==> src/rtl/uart_txrx.sv <==
// uart_txrx: full-duplex UART transceiver with TX/RX FIFOs.
//
// Ports
//   CLK, RST_N            : core clock, asynchronous active-low reset
//   tx_data/tx_valid/tx_ready : TX byte push stream (bits above DATA_BITS ignored)
//   rx_data/rx_perr/rx_ferr/rx_valid/rx_ready : RX pop stream, first-word
//                           fall-through; data and flags are 0 while empty
//   rx_overrun            : one-clock pulse when a received word is dropped
//   tx_busy               : TX FIFO not empty or a frame still on the line
//   uart_tx / uart_rx     : serial pins, idle high; uart_rx is asynchronous
//   dbg_tx_state / dbg_rx_state : current FSM states for observation
//
// Handshakes: a word moves on a rising CLK edge where valid && ready are both
// high. valid must not depend on ready; a producer holds its word until it is
// taken. A push while full and a pop while empty are ignored.

module uart_fifo #(
  parameter int W     = 8,
  parameter int DEPTH = 16
) (
  input  logic         CLK,
  input  logic         RST_N,
  input  logic         push,
  input  logic [W-1:0] wdata,
  input  logic         pop,
  output logic [W-1:0] rdata,
  output logic         empty,
  output logic         full
);
  localparam int AW = $clog2(DEPTH);

  // One extra pointer bit distinguishes full from empty.
  logic [AW:0]  wp, rp;
  logic [W-1:0] mem [DEPTH];
  logic         do_push, do_pop;

  assign empty   = (wp == rp);
  assign full    = (wp[AW] != rp[AW]) && (wp[AW-1:0] == rp[AW-1:0]);
  assign do_pop  = pop && !empty;
  // A pop in the same cycle frees the slot, so push+pop on full is legal.
  assign do_push = push && (!full || do_pop);
  assign rdata   = mem[rp[AW-1:0]];

  always_ff @(posedge CLK or negedge RST_N) begin
    if (!RST_N) begin
      wp <= '0;
      rp <= '0;
    end else begin
      if (do_push) wp <= wp + 1'b1;
      if (do_pop)  rp <= rp + 1'b1;
    end
  end

  always_ff @(posedge CLK) begin
    if (do_push) mem[wp[AW-1:0]] <= wdata;
  end
endmodule

module uart_txrx #(
  parameter int CLK_HZ     = 100000000,
  parameter int BAUD       = 115200,
  parameter int DATA_BITS  = 8,
  parameter int PARITY     = 0,
  parameter int STOP_BITS  = 1,
  parameter int FIFO_DEPTH = 16
) (
  input  logic       CLK,
  input  logic       RST_N,
  input  logic [7:0] tx_data,
  input  logic       tx_valid,
  output logic       tx_ready,
  output logic [7:0] rx_data,
  output logic       rx_perr,
  output logic       rx_ferr,
  output logic       rx_valid,
  input  logic       rx_ready,
  output logic       rx_overrun,
  output logic       tx_busy,
  output logic       uart_tx,
  input  logic       uart_rx,
  output logic [2:0] dbg_tx_state,
  output logic [2:0] dbg_rx_state
);
  localparam int   BAUD_DIV = (CLK_HZ + 8*BAUD) / (16*BAUD);
  localparam int   BIT_CLKS = 16*BAUD_DIV;
  localparam int   CNT_W    = $clog2(BIT_CLKS);
  localparam int   DIV_W    = $clog2(BAUD_DIV);
  localparam logic ODD      = (PARITY == 1);

  typedef enum logic [2:0] {TX_IDLE, TX_START, TX_DATA, TX_PAR, TX_STOP} tx_state_t;
  typedef enum logic [2:0] {RX_IDLE, RX_START, RX_DATA, RX_PAR, RX_STOP, RX_WAITHI} rx_state_t;

  // ---------------- TX ----------------
  logic                 tx_empty, tx_full, tx_pop;
  logic [DATA_BITS-1:0] tx_head;

  uart_fifo #(.W(DATA_BITS), .DEPTH(FIFO_DEPTH)) u_tx_fifo (
    .CLK   (CLK),
    .RST_N (RST_N),
    .push  (tx_valid && tx_ready),
    .wdata (tx_data[DATA_BITS-1:0]),
    .pop   (tx_pop),
    .rdata (tx_head),
    .empty (tx_empty),
    .full  (tx_full)
  );

  assign tx_ready = !tx_full;

  tx_state_t            tx_state, tx_state_d;
  logic [CNT_W-1:0]     tx_cnt, tx_cnt_d;
  logic [2:0]           tx_idx, tx_idx_d;
  logic [DATA_BITS-1:0] tx_sh, tx_sh_d;
  logic                 tx_par, tx_par_d;
  logic                 tx_line_d, tx_line_busy;
  logic                 tx_bit_end;

  assign tx_bit_end = (tx_cnt == CNT_W'(BIT_CLKS-1));

  always_comb begin
    tx_state_d = tx_state;
    tx_cnt_d   = tx_cnt + 1'b1;
    tx_idx_d   = tx_idx;
    tx_sh_d    = tx_sh;
    tx_par_d   = tx_par;
    tx_pop     = 1'b0;
    tx_line_d  = 1'b1;
    case (tx_state)
      TX_IDLE: begin
        tx_cnt_d = '0;
        if (!tx_empty) begin
          tx_state_d = TX_START;
          tx_sh_d    = tx_head;
          tx_par_d   = ^tx_head ^ ODD;
          tx_pop     = 1'b1;
        end
      end
      TX_START: begin
        tx_line_d = 1'b0;
        if (tx_bit_end) begin
          tx_cnt_d   = '0;
          tx_idx_d   = '0;
          tx_state_d = TX_DATA;
        end
      end
      TX_DATA: begin
        tx_line_d = tx_sh[0];
        if (tx_bit_end) begin
          tx_cnt_d = '0;
          tx_sh_d  = tx_sh >> 1;
          if (tx_idx == 3'(DATA_BITS-1)) begin
            tx_idx_d   = '0;
            tx_state_d = (PARITY != 0) ? TX_PAR : TX_STOP;
          end else begin
            tx_idx_d = tx_idx + 1'b1;
          end
        end
      end
      TX_PAR: begin
        tx_line_d = tx_par;
        if (tx_bit_end) begin
          tx_cnt_d   = '0;
          tx_idx_d   = '0;
          tx_state_d = TX_STOP;
        end
      end
      TX_STOP: begin
        if (tx_bit_end) begin
          tx_cnt_d = '0;
          if (tx_idx == 3'(STOP_BITS-1)) begin
            tx_idx_d = '0;
            // Next word queued: go straight to its start bit, no idle gap.
            if (!tx_empty) begin
              tx_state_d = TX_START;
              tx_sh_d    = tx_head;
              tx_par_d   = ^tx_head ^ ODD;
              tx_pop     = 1'b1;
            end else begin
              tx_state_d = TX_IDLE;
            end
          end else begin
            tx_idx_d = tx_idx + 1'b1;
          end
        end
      end
      default: tx_state_d = TX_IDLE;
    endcase
  end

  // uart_tx is registered from the current state, so the line trails the FSM
  // by one clock; tx_line_busy covers that trailing clock for tx_busy.
  always_ff @(posedge CLK or negedge RST_N) begin
    if (!RST_N) begin
      tx_state     <= TX_IDLE;
      tx_cnt       <= '0;
      tx_idx       <= '0;
      tx_sh        <= '0;
      tx_par       <= 1'b0;
      uart_tx      <= 1'b1;
      tx_line_busy <= 1'b0;
    end else begin
      tx_state     <= tx_state_d;
      tx_cnt       <= tx_cnt_d;
      tx_idx       <= tx_idx_d;
      tx_sh        <= tx_sh_d;
      tx_par       <= tx_par_d;
      uart_tx      <= tx_line_d;
      tx_line_busy <= (tx_state != TX_IDLE);
    end
  end

  assign tx_busy      = !tx_empty || (tx_state != TX_IDLE) || tx_line_busy;
  assign dbg_tx_state = tx_state;

  // ---------------- RX ----------------
  logic                 rx_s1, rx_s2;
  rx_state_t            rx_state, rx_state_d;
  logic [DIV_W-1:0]     rx_div, rx_div_d;
  logic [3:0]           rx_tick, rx_tick_d;
  logic [2:0]           rx_idx, rx_idx_d;
  logic [DATA_BITS-1:0] rx_sh, rx_sh_d;
  logic                 rx_perr_q, rx_perr_d;
  logic                 rx_push, rx_tick_en, rx_sample;
  logic                 rx_empty, rx_full;
  logic [DATA_BITS+1:0] rx_word, rx_head;

  assign rx_tick_en = (rx_div == DIV_W'(BAUD_DIV-1));
  // The tick counter is zeroed at the start edge; tick 8 is the start-bit
  // centre and, as the 4-bit counter wraps, every 16 ticks after that too.
  assign rx_sample  = rx_tick_en && (rx_tick == 4'd7);

  always_comb begin
    rx_state_d = rx_state;
    rx_div_d   = rx_tick_en ? '0 : rx_div + 1'b1;
    rx_tick_d  = rx_tick_en ? rx_tick + 1'b1 : rx_tick;
    rx_idx_d   = rx_idx;
    rx_sh_d    = rx_sh;
    rx_perr_d  = rx_perr_q;
    rx_push    = 1'b0;
    rx_word    = {~rx_s2, rx_perr_q, rx_sh};
    case (rx_state)
      RX_IDLE: begin
        rx_div_d  = '0;
        rx_tick_d = '0;
        rx_perr_d = 1'b0;
        if (!rx_s2) rx_state_d = RX_START;
      end
      RX_START: begin
        if (rx_sample) begin
          rx_idx_d   = '0;
          rx_state_d = rx_s2 ? RX_IDLE : RX_DATA;
        end
      end
      RX_DATA: begin
        if (rx_sample) begin
          rx_sh_d = {rx_s2, rx_sh[DATA_BITS-1:1]};
          if (rx_idx == 3'(DATA_BITS-1)) begin
            rx_idx_d   = '0;
            rx_state_d = (PARITY != 0) ? RX_PAR : RX_STOP;
          end else begin
            rx_idx_d = rx_idx + 1'b1;
          end
        end
      end
      RX_PAR: begin
        if (rx_sample) begin
          rx_perr_d  = rx_s2 ^ (^rx_sh) ^ ODD;
          rx_state_d = RX_STOP;
        end
      end
      RX_STOP: begin
        if (rx_sample) begin
          rx_push    = 1'b1;
          rx_state_d = RX_WAITHI;
        end
      end
      RX_WAITHI: begin
        // Hold here through a break so it yields only one word.
        if (rx_s2) rx_state_d = RX_IDLE;
      end
      default: rx_state_d = RX_IDLE;
    endcase
  end

  always_ff @(posedge CLK or negedge RST_N) begin
    if (!RST_N) begin
      rx_s1      <= 1'b1;
      rx_s2      <= 1'b1;
      rx_state   <= RX_IDLE;
      rx_div     <= '0;
      rx_tick    <= '0;
      rx_idx     <= '0;
      rx_sh      <= '0;
      rx_perr_q  <= 1'b0;
      rx_overrun <= 1'b0;
    end else begin
      rx_s1      <= uart_rx;
      rx_s2      <= rx_s1;
      rx_state   <= rx_state_d;
      rx_div     <= rx_div_d;
      rx_tick    <= rx_tick_d;
      rx_idx     <= rx_idx_d;
      rx_sh      <= rx_sh_d;
      rx_perr_q  <= rx_perr_d;
      rx_overrun <= rx_push && rx_full && !rx_ready;
    end
  end

  uart_fifo #(.W(DATA_BITS+2), .DEPTH(FIFO_DEPTH)) u_rx_fifo (
    .CLK   (CLK),
    .RST_N (RST_N),
    .push  (rx_push),
    .wdata (rx_word),
    .pop   (rx_ready),
    .rdata (rx_head),
    .empty (rx_empty),
    .full  (rx_full)
  );

  assign rx_valid     = !rx_empty;
  assign rx_perr      = rx_valid && rx_head[DATA_BITS];
  assign rx_ferr      = rx_valid && rx_head[DATA_BITS+1];
  assign dbg_rx_state = rx_state;

  always_comb begin
    rx_data = '0;
    if (rx_valid) rx_data[DATA_BITS-1:0] = rx_head[DATA_BITS-1:0];
  end
endmodule

==> config.mk <==
export PLATFORM = sky130hd
export DESIGN_NAME = uart_txrx
export DESIGN_NICKNAME = d
export VERILOG_FILES = /design/src/rtl/uart_txrx.sv
export SDC_FILE = /design/constraint.sdc
export NUM_CORES = 1
export LEC_CHECK = 0
export CAP_MARGIN = 20
export CORE_AREA = 2 2 133 200
export CTS_CLUSTER_SIZE = 12
export DETAILED_ROUTE_END_ITERATION = 7
export DIE_AREA = 0 0 135 202
export PLACE_DENSITY = 0.77
export SLEW_MARGIN = 20
export SYNTH_ARGS = -nofsm -noshare
export SYNTH_HDL_FRONTEND = slang
export SYNTH_SLANG_ARGS = --single-unit
==> constraint.sdc <==
create_clock -name CLK -period 3.8 [get_ports CLK]
set_clock_uncertainty 0.1 [all_clocks]
set_input_delay 0.38 -clock CLK [delete_from_list [all_inputs] [get_ports CLK]]
set_output_delay 0.38 -clock CLK [all_outputs]
set_load 0.01 [all_outputs]
==> impl_metrics.tcl <==
set metrics [dict create \
    first_global_vias 7913 \
    drt_iter0_markers 423 \
    relSlewSlack_pct 38.30 \
    gp_congestion 0.7844 \
    pwr_density_cell_mw_per_mm2 525.5 \
    post-route-period-util_pct 91.90 \
    layout-drive-gt1-share_pct 19.39 \
    worst_pin_slew_ns 0.9170 \
    drv_slew 0 \
    cp_slowest_stage_delay_ns 0.58 \
    async_flop_share_pct 20.66 \
    critPathArrivalTime_ns 3.01 \
    grt_max_degree 59 \
    grt_pass1_wl_mm 44.22 \
    crit_path_top_delay_cell "dfrtp_2" \
    synth_edf_count 288 \
    crit_buf_inv 2 \
    post-route-min-period_ns 3.492 \
    critPathLaunchType "register" \
    cts_tree "yes" \
    via_per_inst 5.842 \
    track_usage_pct 21.41 \
    final_common_cell "edfxtp_1" \
    synth.distinct_cells 54 \
    cts_sinks 363 \
    yosysSeqAreaShare_pct 69.60 \
    crit_required_ns 3.32 \
    synth_cells 852 \
    synth.avg_cell_area_um2 17.76 \
    status "complete, no violations" \
    leakage_uw 0.006322 \
    yosys_register_bits 363 \
    numPortBuffers 33 \
    cts-buffers-inserted 36 \
    fill_cells 1707 \
    path_delay_family "multiplexers" \
    antenna_found_initial 0 \
    grt.overflow.total 0 \
    vias 7460 \
    fp.dieW_um 135 \
    vdd_drop_max_uv 434.9 \
    rsz0062_at_grt "false" \
    cp_common_cell "mux4_2" \
    utilization_pct 66.54 \
    drc_errors 0 \
    drt_first_pass_iters 5 \
    hold_viol 0 \
    max_freq_ghz 0.2864 \
    post_cts.repair.setup_buffers 0 \
    path_clk_slew_ns 0.06 \
    wl_per_cell_um 21.77 \
    wl_mm 27.80 \
    setup_tns_ns 0 \
    yosys-top-cells-area "edfxtp_1 (57%), dfrtp_1 (12%), mux4_2 (11%), xnor2_1 (2.0%), mux4_1 (1.7%)" \
    die_area_mm2 0.02727 \
    synth_top_area_cell "edfxtp_1" \
    yosys_warnings 0 \
    max_cap_violations 0 \
    syn_nets 884 \
    critical_path_class "register to output port" \
    dominantRegCellSynth "edfxtp_1" \
    post_cts_resized 0 \
    ioPinCount 34 \
    end_kind "output port" \
    fin_nets 948 \
    cts-htree-levels 2 \
    row_count 72 \
    crit_fanout 17 \
    setup_viol 0 \
    fp.coreArea_mm2 0.02558 \
    dpl.hpwl_mm 18.66 \
    ctsRootBufferMaster "clkbuf_16" \
    hold_class "input port to register" \
    syn_to_final_growth_pct 12.53 \
    die_h_um 202 \
    drtAntennaViolNets 0 \
    clock_path_buffers 3 \
    initial_utilization_pct 59.13 \
    crit_chain "buf_12 > mux4_2 > mux4_2 > nor2b_1 > clkdlybuf4s50_1" \
    clk_latency_ns 0.53 \
    final_cell_mix "edfxtp_1 (288), mux4_2 (72), dfrtp_1 (69)" \
    yosysTopAreaCellShare_pct 57.17 \
    synth_area_mm2 0.01513 \
    num_antenna_cells 0 \
]
==> path summary, 6_finish.rpt <==
kind	start	to	slack [ns]	cells after the start
min	uart_rx	rx_s1$_DFF_PN1_	0.18	1
max	u_rx_fifo.rp[0]$_DFFE_PN0P_	rx_data[7]	0.31	5
max in group asynchronous	RST_N	rx_s1$_DFF_PN1_	2.39	3
min in group asynchronous	RST_N	tx_cnt[7]$_DFF_PN0_	0.37	2
max reg2reg	rx_div[1]$_DFF_PN0_	u_rx_fifo.mem[3][2]$_DFFE_PP_	0.72	9
min reg2reg	rx_s1$_DFF_PN1_	rx_s2$_DFF_PN1_	0.26	0
==> Yosys cell counts, drive strengths merged, types with 18 or more instances <==
cell,instances
xor2,23
mux2i,25
buf,20
mux4,82
edfxtp,288
mux2,18
clkbuf,23
ha,19
dfrtp,72
nand2,40
nor2,52
inv,19
xnor2,35
o21ai,26
==> metrics by stage <==
step | instances | power [µW] | worst slack [ns] | area, µm² | hold slack, ns
floorplan | 852 | 5457 | 0.7822 | 15130 | -0.01559
global placement | 1210 | 5809 | 0.7713 | 15950 | 0.2534
detailed placement | 1210 | 5839 | 0.6815 | 15950 | 0.2589
CTS | 1277 | 9057 | 0.2578 | 17020 | 0.1597
global route | 1277 | 9317 | 0.2025 | 17020 | 0.1621
finish | 1277 | 8946 | 0.3078 | 17020 | 0.1787
==> registers in the layout, summed over array words and instances, names as in the netlist, 3 cells and up <==
| register | cells |
|---|---|
| u_rx_fifo.mem | 160 |
| u_tx_fifo.mem | 128 |
| tx_cnt | 10 |
| rx_sh | 8 |
| tx_sh | 8 |
| rx_div | 6 |
| u_rx_fifo.rp | 5 |
| u_rx_fifo.wp | 5 |
| u_tx_fifo.rp | 5 |
| u_tx_fifo.wp | 5 |
| rx_tick | 4 |
| dbg_rx_state | 3 |
| dbg_tx_state | 3 |
| rx_idx | 3 |
| tx_idx | 3 |
==> report_power, final <==
part	leakage [µW]	switching [µW]	internal, µW
Combinational	0.00189	557	540
Clock	0.000505	1390	1820
Sequential	0.00392	180	4470
Total	0.00632	2120	6820
==> area by class of cell <==
| cell class | count | area (µm²) | area share, % |
|---|---|---|---|
| Clock buffer | 62 | 1008 | 5.924 |
| Tap cell | 333 | 416.7 | 2.447 |
| Timing Repair Buffer | 69 | 638.1 | 3.748 |
| Inverter | 19 | 71.32 | 0.4189 |
| Clock inverter | 4 | 53.80 | 0.3160 |
| Multi-Input combinational cell | 427 | 4303 | 25.28 |
| Sequential cell | 363 | 10530 | 61.87 |
==> layer usage <==
metal	vias to the layer above	track usage, %	wire length, µm
li1	3419	-	-
met1	3839	25.17	10280
met2	147	39.70	15800
met3	55	3.035	815
met4	0	7.738	902
met5	-	0	0
==> cells by family (layout without fill, tap and decap cells) <==
logic type	Yosys count	count (layout)	synth area share, %
AO/OA/AOI/OAI	51	51	2.101
flip-flops	363	363	69.60
XOR/XNOR	59	59	3.556
multiplexers	125	125	15.62
buffers and inverters	62	154	1.993
AND/OR/NAND/NOR	173	173	5.558
adder cells (fa/ha/maj)	19	19	1.571
==> what timing repair did <==
action                                  CTS  global route
hold buffers                              1             0
endpoints found under the setup margin    0             0
hold endpoints to repair                 56             0
Note: power is estimated with default switching activity, not from simulation.
